==> src/rtl/pipelined_add_sub.sv <==
// pipelined_add_sub: parametrised add/subtract with the carry chain split
// into STAGES equal chunks, one chunk resolved per register stage.
// valid/ready flow control with a single global advance (stall) signal.
module pipelined_add_sub #(
   parameter int WIDTH  = 32,
   parameter int STAGES = 4
) (
   input  logic             clk,
   input  logic             rst,
   input  logic             in_valid,
   output logic             in_ready,
   input  logic [WIDTH-1:0] a,
   input  logic [WIDTH-1:0] b,
   input  logic             cin,
   input  logic             sub,
   output logic             out_valid,
   input  logic             out_ready,
   output logic [WIDTH-1:0] sum,
   output logic             cout,
   output logic             ovf,
   output logic             zero
);
   localparam int C    = WIDTH / STAGES;
   localparam int LAST = STAGES - 1;

   logic             advance;
   logic [WIDTH-1:0] b_eff;
   logic             carry0;

   // The whole pipe moves unless a finished result is being refused.
   assign advance  = !(out_valid && !out_ready);
   assign in_ready = rst || advance;

   // Subtraction is a + ~b + ~borrow_in.
   assign b_eff  = sub ? ~b : b;
   assign carry0 = cin ^ sub;

   for (genvar k = 0; k < STAGES; k++) begin : g_stage
      logic [WIDTH-1:0] a_in;
      logic [WIDTH-1:0] b_in;
      logic [WIDTH-1:0] s_in;
      logic [WIDTH-1:0] s_next;
      logic             c_in;
      logic             z_in;
      logic             v_in;
      logic [C:0]       chunk;
      logic [WIDTH-1:0] q_s;
      logic             q_c;
      logic             q_z;
      logic             q_v;

      if (k == 0) begin : g_src
         assign a_in = a;
         assign b_in = b_eff;
         assign s_in = '0;
         assign c_in = carry0;
         assign z_in = 1'b1;
         assign v_in = in_valid;
      end else begin : g_src
         assign a_in = g_stage[k-1].g_fwd.q_a;
         assign b_in = g_stage[k-1].g_fwd.q_b;
         assign s_in = g_stage[k-1].q_s;
         assign c_in = g_stage[k-1].q_c;
         assign z_in = g_stage[k-1].q_z;
         assign v_in = g_stage[k-1].q_v;
      end

      assign chunk = {1'b0, a_in[k*C +: C]} + {1'b0, b_in[k*C +: C]} + {{C{1'b0}}, c_in};

      // Merge this stage's sum chunk into the partial result carried forward.
      always_comb begin
         s_next           = s_in;
         s_next[k*C +: C] = chunk[C-1:0];
      end

      // Stage register: partial sum, chunk carry, running zero flag, valid.
      always_ff @(posedge clk) begin
         if (rst) begin
            q_v <= 1'b0;
            q_s <= '0;
            q_c <= 1'b0;
            q_z <= 1'b0;
         end else if (advance) begin
            q_v <= v_in;
            q_s <= s_next;
            q_c <= chunk[C];
            q_z <= z_in && (chunk[C-1:0] == '0);
         end
      end

      if (k < LAST) begin : g_fwd
         logic [WIDTH-1:0] q_a;
         logic [WIDTH-1:0] q_b;

         // Operands travel with their beat so upper chunks can be added later.
         always_ff @(posedge clk) begin
            if (rst) begin
               q_a <= '0;
               q_b <= '0;
            end else if (advance) begin
               q_a <= a_in;
               q_b <= b_in;
            end
         end
      end else begin : g_last
         logic q_ovf;
         logic unused_ops;

         // Lower operand chunks are already consumed; only the MSBs matter here.
         assign unused_ops = ^{a_in, b_in};

         // Signed overflow: like-signed operands giving a differently-signed sum.
         always_ff @(posedge clk) begin
            if (rst) begin
               q_ovf <= 1'b0;
            end else if (advance) begin
               q_ovf <= (a_in[WIDTH-1] == b_in[WIDTH-1]) && (s_next[WIDTH-1] != a_in[WIDTH-1]);
            end
         end
      end
   end

   assign out_valid = g_stage[LAST].q_v;
   assign sum       = g_stage[LAST].q_s;
   assign cout      = g_stage[LAST].q_c;
   assign zero      = g_stage[LAST].q_z;
   assign ovf       = g_stage[LAST].g_last.q_ovf;

endmodule

==> config.mk <==
export PLATFORM = sky130hd
export DESIGN_NAME = pipelined_add_sub
export DESIGN_NICKNAME = d
export VERILOG_FILES = /design/src/rtl/pipelined_add_sub.sv
export SDC_FILE = /design/constraint.sdc
export NUM_CORES = 1
export LEC_CHECK = 0
export BUFFER_PORTS_ARGS = -buffer_cell sky130_fd_sc_hd__buf_2
export CAP_MARGIN = 40
export CORE_MARGIN = 2
export CORE_UTILIZATION = 57
export DETAILED_ROUTE_END_ITERATION = 16
export PLACE_DENSITY = 0.79
export SLEW_MARGIN = 20
export SYNTH_ARGS = -nofsm -noshare
export SYNTH_HDL_FRONTEND = slang
export SYNTH_SLANG_ARGS = --single-unit
==> constraint.sdc <==
create_clock -name clk -period 3.2 [get_ports clk]
set_clock_uncertainty 0.1 [all_clocks]
set_input_delay 0 -clock clk [delete_from_list [all_inputs] [get_ports clk]]
set_output_delay 0 -clock clk [all_outputs]
set_load 0.02 [all_outputs]
Yosys cells after proc, flatten, opt, wreduce, memory -nomap -nowiden
Cells that the tools add are included.
{"block": "totals", "regBits": 285, "input_bits": 70, "out_inout_bits": 37, "word_cells": 48}
{"block": "op_classes", "add_sub_neg": 8, "eq_ne": 2, "mux": 1, "bitwise": 2, "reduce_logical": 12}
{"op": "8-bit by 8-bit adder with 9-bit output", "n": 4}
{"op": "9-bit by 1-bit adder with 9-bit output", "n": 4}
{"op": "8-bit logical NOT", "n": 4}
{"op": "32-bit two-way mux", "n": 1}
{"op": "32-bit NOT", "n": 1}
{"op": "1-bit logical AND", "n": 5}
{"op": "1-bit logical NOT", "n": 2}
{"op": "1-bit == test", "n": 1}
{"op": "1-bit logical OR", "n": 1}
{"op": "1-bit inequality test", "n": 1}
{"op": "1-bit bitwise XOR", "n": 1}

Depth between registers and ports, before layout
Gate-level depths: netlist of the first run.
{"block": "logic_depth", "ltp_word": 5, "mapped_depth": 11, "mapped_depth_nobuf": 9}

Worst setup path before layout of the first run
Ideal clock, no wire load.
{"block": "synth_path", "path_type": "input-to-reg", "start": "in sub", "end": "reg g_stage[0].q_z", "setup_time_ps": 117, "arrival_time_ps": 2375, "t_required_ps": 2983, "setup_slack_ps": 608, "stages": 11, "path_buffers": 2, "path_cell_list": "clkbuf_1 -> buf_2 -> xnor2_1 -> fa_1 -> fa_1 -> nor2b_1 -> o21a_1 -> a311oi_2 -> xor2_1 -> nor4b_2 -> a32o_1"}
{"block": "synth_between", "elab_chain_cells": 4, "word_cells_on_any_way": 5, "classes_between": "add/sub (2); mux (1); bitwise (1); reduce/logical (1)"}
{"element": "start: declaration", "line_no": "15", "source": "input logic sub,"}
{"element": "32-bit two-way mux", "line_no": "35", "source": "assign b_eff = sub ? ~b : b;"}
{"element": "8-bit by 8-bit adder with 9-bit output", "line_no": "68", "source": "assign chunk = {1'b0, a_in[k*C +: C]} + {1'b0, b_in[k*C +: C]} + {{C{1'b0}}, c_in};"}
{"element": "9-bit by 1-bit adder with 9-bit output (*)", "line_no": "68"}
{"element": "8-bit logical NOT (*)", "line_no": "87", "source": "q_z <= z_in && (chunk[C-1:0] == '0);"}
{"element": "end signal: assignment", "line_no": "87"}
{"element": "end: declaration", "line_no": "49", "source": "logic q_z;"}
Mark *: on every way between the ends. The rest lies on a longest branch, timed or not.
A chain may end at the register's enable or synchronous reset.

Final worst setup path of the first run
{"block": "layout_path", "start": "reg g_stage[1].q_c", "end": "reg g_stage[2].q_z"}
{"block": "layout_between", "elab_chain_cells": 3}
{"element": "start: declaration", "line_no": "48", "source": "logic q_c;"}
{"element": "start signal: assignment", "line_no": "86", "source": "q_c <= chunk[C];"}
{"element": "9-bit by 1-bit adder with 9-bit output", "line_no": "68"}
{"element": "8-bit logical NOT", "line_no": "87"}
{"element": "1-bit logical AND", "line_no": "87"}
{"element": "end signal: assignment", "line_no": "87"}
{"element": "end: declaration", "line_no": "49"}
Every way passes these cells.

==> reports/qor.csv, run 1 <==
stage,metric,value,unit
critical_path,r2r_end,g_stage[2].q_z$_SDFFE_PP0N_,
grt,antenna_found_initial,0,
yosys,ys_async_sr_fraction,0,
critical_path,cp-end-kind,flip-flop,
die,initial_core_util,0.583,
final_layout,fin_nets,1223,
cts,cts_resized,0,
routing,wl_per_cell,13.8,µm
yosys,synth_enable_flop_cells,0,
placed_design,numPortBuffers,106,
final_layout,multiInputGateArea,3980,µm²
grt,grt_overflow_total,0,
job,max_cap_viol_count,0,
critical_path,arrival,2.85,ns
cts,cts_tree,done,
routing,ant_nets,0,
power,p_leak,0.00408,µW
status,status,completed,
placed_design,place.gp.congestion,0.837,
grt,grt_pass1_wl,29.9,mm
routing,wl_met1,8.36,mm
yosys,synth-main-ff-cell,dfxtp_1,
worst_hold_path,hold_path.class,input pin to flip-flop,
yosys,syn_inst,991,
die,dieWidth,123,µm
cts,cts_made_buffers,17,
routing,dr_wl_met2,8.51,mm
die,coreArea,13800,µm²
critical_path,worstPathRequired,3.42,ns
cts,clkLatencyLatePin,0.43,ns
critical_path,crit_end,g_stage[2].q_z$_SDFFE_PP0N_,
yosys,ys_ff_latch,189,
yosys,syn_avg_cell_area,8.14,µm²
yosys,ys_seq_area_frac,0.469,
die,rows,43,
routing,drc,0,
routing,routed_via_density,5.30,
cts,post-cts-setup-buffer-count,0,
placed_design,hpwlAfterDp,11.0,mm
sta,worstMarginPinSlew,0.692,ns
final_layout,drive_gt1_frac,0.132,
final_layout,area_delta_synth_final,22.2,%
grt,grt_pass1_vias,6432,
sta,tns,0,ns
sta,timing.final.crit_share,0.821,
routing,met3_length,792,µm
power,finalPower,5340,µW
critical_path,r2r_start,g_stage[1].q_c$_SDFFE_PP0N_,
sta,grt_setup_unrepaired,no,
critical_path,ff2ff_path_depth,8,
yosys,yosysWarningCount,0,
final_layout,antennaDiodeCount,0,
critical_path,crit_start,g_stage[1].q_c$_SDFFE_PP0N_,
routing,num_vias,6935,
final_layout,num-fill-cells,1099,
critical_path,critPathKind,flip-flop to flip-flop,
routing,drtIter0Drc,477,
final_layout,seq_area,3780,µm²
routing,first_pass_iters,5,
yosys,syn-cell-area,8070,µm²
power,powerDensity,542,nW/µm²
critical_path,cp_max_fo,3,
die,die-area,15100,µm²
cts,cts.sinks,189,
grt,grt_max_degree,164,
grt,grt.total_usage,0.248,
die,die_h,123,µm
cts,h-tree-depth,4,
yosys,syn_nets,1097,
sta,fmax,0.380,GHz
critical_path,crit_path_start_kind,flip-flop,
sta,finalCriticalPeriod,2.63,ns
sta,setup_viol,0,
sta,hold_violations,0,
critical_path,r2r_slack,0.57,ns
cts,clockRootBuffer,clkbuf_16,
power,vdd.ir_drop.worst,0.487,mV
yosys,synth_cell_types,41,
die,io_pins,107,
sta,timing.final.max_slew_violations,0,
sta,holdWs,0.0192,ns
cts,clk_path_buf_depth,2,
cts,clkTransAtPathRegs,0.07,ns
routing,top_layer,met4,
routing,wirelength,18.0,mm
sta,slew_headroom,0.539,
[flip-flops by register name, summed over array words and instances, names as in the netlist, 3 cells and up]
name	cells
g_stage.g_fwd.q_b	48
g_stage.q_z	3
g_stage.q_s	48
g_stage.g_fwd.q_a	48
g_stage.q_v	3
g_stage.q_c	3
sum	32
[placed cells by master (no fill, tap or decap), types with 21 or more instances in the layout]
master,instances
dlygate4sd3_1,63
nor2_1,63
buf_2,105
a21oi_1,156
o21ai_0,21
dfxtp_1,189
ha_1,28
xnor2_1,39
a211oi_1,41
nand2_1,287
[cell families (layout without fill, tap and decap cells)]
family	Yosys count	after routing	synth area share
compound gates	242	242	0.173
fa+ha+maj	36	36	0.0633
simple gates	390	390	0.196
flops	189	189	0.469
buf+inv	79	217	0.0391
xor+xnor	55	55	0.0597
[what timing repair did]
item,CTS,global route
setup endpoints to repair,0,0
hold endpoints to repair,113,0
hold buffers,63,0
[critical path: stages, from the launching register on]
cell and delay (ns):
dfxtp_1 0.33, fa_1 0.48, fa_1 0.42, a21oi_1 0.16, nor2b_1 0.08, a311oi_1 0.37, xor2_1 0.15, nor4b_2 0.18
a32o_1 0.26
[worst min path at each step]
stage | start | depth (start not counted) | slack [ns] | end
final | sub | 3 | 0.02 | g_stage[0].g_fwd.q_b[8]$_SDFFE_PP0N_
after global routing | sub | 3 | 0.05 | g_stage[0].g_fwd.q_b[8]$_SDFFE_PP0N_
after CTS | sub | 3 | 0.005 | g_stage[0].g_fwd.q_b[8]$_SDFFE_PP0N_
after detailed placement | a[24] | 3 | 0.15 | g_stage[0].g_fwd.q_a[24]$_SDFFE_PP0N_
after global placement | a[27] | 3 | 0.15 | g_stage[0].g_fwd.q_a[27]$_SDFFE_PP0N_
after floorplan | a[10] | 2 | 0.04 | g_stage[0].g_fwd.q_a[10]$_SDFFE_PP0N_
[power breakdown]
part           leakage (µW)  switching, µW  internal (µW)  total, µW
registers           0.00155           85.8           2510       2600
clock network      0.000284            900           1150       2050
logic               0.00224            375            323        699
total               0.00408           1360           3980       5340
[through the flow]
stage | cells | util | cell area [µm²] | setup slack, ns
2_1_floorplan | 991 | - | 8070 | 0.608
3_3_place_gp | 1215 | 0.625 | 8650 | 0.671
4_1_cts | 1309 | 0.713 | 9850 | 0.576
6_report | 1309 | 0.713 | 9850 | 0.572
3_5_place_dp | 1215 | 0.625 | 8650 | 0.586
5_1_grt | 1309 | 0.713 | 9850 | 0.369
[cells in the mapped netlist (4+ instances only)]
cell type,instances,area share
nand2b_1,5,0.0039
clkbuf_1,48,0.022
dfxtp_1,189,0.47
nand2_1,287,0.13
o21ai_0,21,0.013
a21oi_1,156,0.097
nor2b_1,12,0.0093
nor2_1,63,0.029
a211oi_1,41,0.038
xor2_1,16,0.017
xnor2_1,39,0.042
inv_1,12,0.0056
ha_1,28,0.043
buf_1,4,0.0019
a21o_1,4,0.0037
fa_1,8,0.020
buf_2,15,0.0093
nor3_1,9,0.0056
[per-layer routing]
| layer | GRT usage | vias up |
|---|---|---|
| li1 | - | 3561 |
| met1 | 0.329 | 3172 |
| met2 | 0.406 | 171 |
| met3 | 0.0429 | 31 |
| met4 | 0.0905 | 0 |
| met5 | 0 | - |
[layout make-up]
type                       instances  share of cell area
timing repair buffer             174               0.126
multi-input combinational        723               0.404
tap                              180              0.0229
clock inverter                    10              0.0107
sequential                       189               0.384
clock buffer                      21              0.0477
inverter                          12             0.00457
No activity file was read; power rests on OpenSTA's default activity.
==> run 2: changes to the inputs <==
Clock period 3.2 ns to 2.73 ns, I/O delays scaled along.
==> reports/qor.csv, run 2 (synthesized netlist as in run 1, its figures left out) <==
stage,metric,value,unit,change
final_layout,final_cell_mix,"287 x nand2_1, 189 x dfxtp_1, 156 x a21oi_1, 105 x buf_2, 76 x dlygate4sd3_1",,"was 287 x nand2_1, 189 x dfxtp_1, 156 x a21oi_1, 105 x buf_2"
routing,drtIter0Drc,553,,was 477
routing,ant_nets,0,,unchanged
placed_design,numPortBuffers,106,,unchanged
cts,clkTransAtPathRegs,0.07,ns,about the same
placed_design,hpwlAfterDp,11.3,mm,was 11.0 mm
worst_hold_path,hold_path.startpoint,cin,,was sub
die,io_pins,107,,unchanged
sta,hold_violations,0,,unchanged
sta,holdWs,0.0306,ns,was 0.0192 ns
final_layout,final_common_cell,nand2_1,,unchanged
cts,cts_made_buffers,17,,unchanged
final_layout,drive_gt1_frac,0.133,,was 0.132
cts,post-cts-setup-buffer-count,0,,unchanged
worst_hold_path,hold_path.class,input pin to flip-flop,,unchanged
sta,tns,0,ns,unchanged
final_layout,fin_nets,1238,,was 1223
critical_path,r2r_start,g_stage[1].q_c$_SDFFE_PP0N_,,unchanged
sta,grt_setup_unrepaired,no,,unchanged
critical_path,cp_max_fo,3,,unchanged
sta,finalCriticalPeriod,2.55,ns,was 2.63 ns
routing,wirelength,19.0,mm,was 18.0 mm
cts,cts_tree,done,,unchanged
cts,clkLatencyLatePin,0.43,ns,about the same
die,die_h,123,µm,unchanged
grt,antenna_found_initial,0,,unchanged
routing,first_pass_iters,5,,unchanged
power,powerDensity,652,nW/µm²,was 542 nW/µm²
final_layout,reg_top3,"g_stage.g_fwd.q_a x48, g_stage.g_fwd.q_b x48, g_stage.q_s x48",,unchanged
critical_path,cp-end-kind,flip-flop,,unchanged
grt,grt_max_degree,164,,unchanged
routing,routed_via_density,5.37,,was 5.30
power,p_leak,0.00419,µW,was 0.00408 µW
critical_path,ff2ff_path_depth,8,,unchanged
final_layout,seq_area,3780,µm²,unchanged
sta,timing.final.max_slew_violations,0,,unchanged
worst_hold_path,hold_depth,4,,was 3
grt,grt_overflow_total,0,,unchanged
critical_path,worstPathRequired,3.00,ns,was 3.42 ns
sta,worstMarginPinSlew,0.680,ns,was 0.692 ns
critical_path,arrival,2.82,ns,was 2.85 ns
cts,clk_path_buf_depth,2,,unchanged
sta,slew_headroom,0.546,,was 0.539
final_layout,multiInputGateArea,3990,µm²,was 3980 µm²
placed_design,place.gp.congestion,0.860,,was 0.837
critical_path,critPathKind,flip-flop to flip-flop,,unchanged
cts,h-tree-depth,4,,unchanged
grt,grt.total_usage,0.253,,was 0.248
die,initial_core_util,0.583,,unchanged
routing,wl_per_cell,14.4,µm,was 13.8 µm
job,max_cap_viol_count,0,,unchanged
die,coreArea,13800,µm²,unchanged
final_layout,antennaDiodeCount,0,,unchanged
sta,fmax,0.392,GHz,was 0.380 GHz
routing,num_vias,7105,,was 6935
critical_path,r2r_end,g_stage[2].q_z$_SDFFE_PP0N_,,unchanged
routing,drc,0,,unchanged
critical_path,crit_path_start_kind,flip-flop,,unchanged
final_layout,final_core_util,0.728,,was 0.713
final_layout,num-fill-cells,1018,,was 1099
cts,cts.sinks,189,,unchanged
die,die-area,15100,µm²,unchanged
sta,worst_slack,0.180,ns,was 0.572 ns
sta,timing.final.crit_share,0.934,,was 0.821
worst_hold_path,hold_end,g_stage[0].q_s[0]$_SDFFE_PP0N_,,was g_stage[0].g_fwd.q_b[8]$_SDFFE_PP0N_
placed_design,dp_slack,0.136,ns,was 0.586 ns
final_layout,area_delta_synth_final,24.8,%,was 22.2%
power,vdd.ir_drop.worst,0.483,mV,was 0.487 mV
die,dieWidth,123,µm,unchanged
grt,grt_pass1_wl,30.4,mm,was 29.9 mm
critical_path,r2r_slack,0.18,ns,was 0.57 ns
cts,clockRootBuffer,clkbuf_16,,unchanged
grt,grt_pass1_vias,6432,,unchanged
sta,setup_viol,0,,unchanged
die,rows,43,,unchanged
status,status,completed,,unchanged
-- run 2: final cells by class --
type / instances / share of cell area
clock buffers: 20 / 0.0454
inverters: 12 / 0.00447
repair buffers: 189 / 0.138
multi-input cells: 723 / 0.396
well taps: 180 / 0.0224
flip-flops and latches: 189 / 0.376
clock inverters: 11 / 0.0178
-- run 2: worst max-delay path by stage --
stage                                     start                     endpoint  slack (ns)  cells after the start
floorplan                                   sub  g_stage[0].q_z$_SDFFE_PP0N_        0.14                     11
global placement    g_stage[1].q_c$_SDFFE_PP0N_  g_stage[2].q_z$_SDFFE_PP0N_        0.20                      8
detailed placement  g_stage[1].q_c$_SDFFE_PP0N_  g_stage[2].q_z$_SDFFE_PP0N_        0.14                      8
CTS                 g_stage[1].q_c$_SDFFE_PP0N_  g_stage[2].q_z$_SDFFE_PP0N_        0.12                      8
global route        g_stage[1].q_c$_SDFFE_PP0N_  g_stage[2].q_z$_SDFFE_PP0N_        0.01                      8
finish              g_stage[1].q_c$_SDFFE_PP0N_  g_stage[2].q_z$_SDFFE_PP0N_        0.18                      8
-- run 2: report_power, final --
group | internal (µW) | switching (µW)
logic | 401 | 447
clock network | 1590 | 1080
registers | 2940 | 104
total | 4940 | 1630
-- run 2: per-layer routing --
metal | wire [µm] | vias up | global-route usage
li1 | - | 3589 | -
met1 | 8750 | 3314 | 0.327
met2 | 9260 | 177 | 0.431
met3 | 700 | 25 | 0.0443
met4 | 303 | 0 | 0.0812
met5 | 0 | - | 0
-- run 2: per-stage QoR --
stage          power [µW]  area [µm²]  instances
2_1_floorplan        3610        8070        991
3_3_place_gp         3810        8660       1217
3_5_place_dp         3840        8660       1217
4_1_cts              6560       10100       1324
5_1_grt              6790       10100       1324
6_report             6560       10100       1324
-- run 2: timing repair --
action / CTS / global route
setup endpoints to repair: 0 / 1
hold endpoints to repair: 69 / 0
hold buffers: 76 / 0
gates resized for setup: 0 / 1
-- run 2: worst max-delay path: stages (launching register included) --
cell and delay [ns]:
dfxtp_1 0.33, fa_1 0.49, fa_1 0.42, a21oi_1 0.14, nor2b_1 0.08, a311oi_2 0.32, xor2_1 0.21, nor4b_2 0.22
a32o_1 0.18
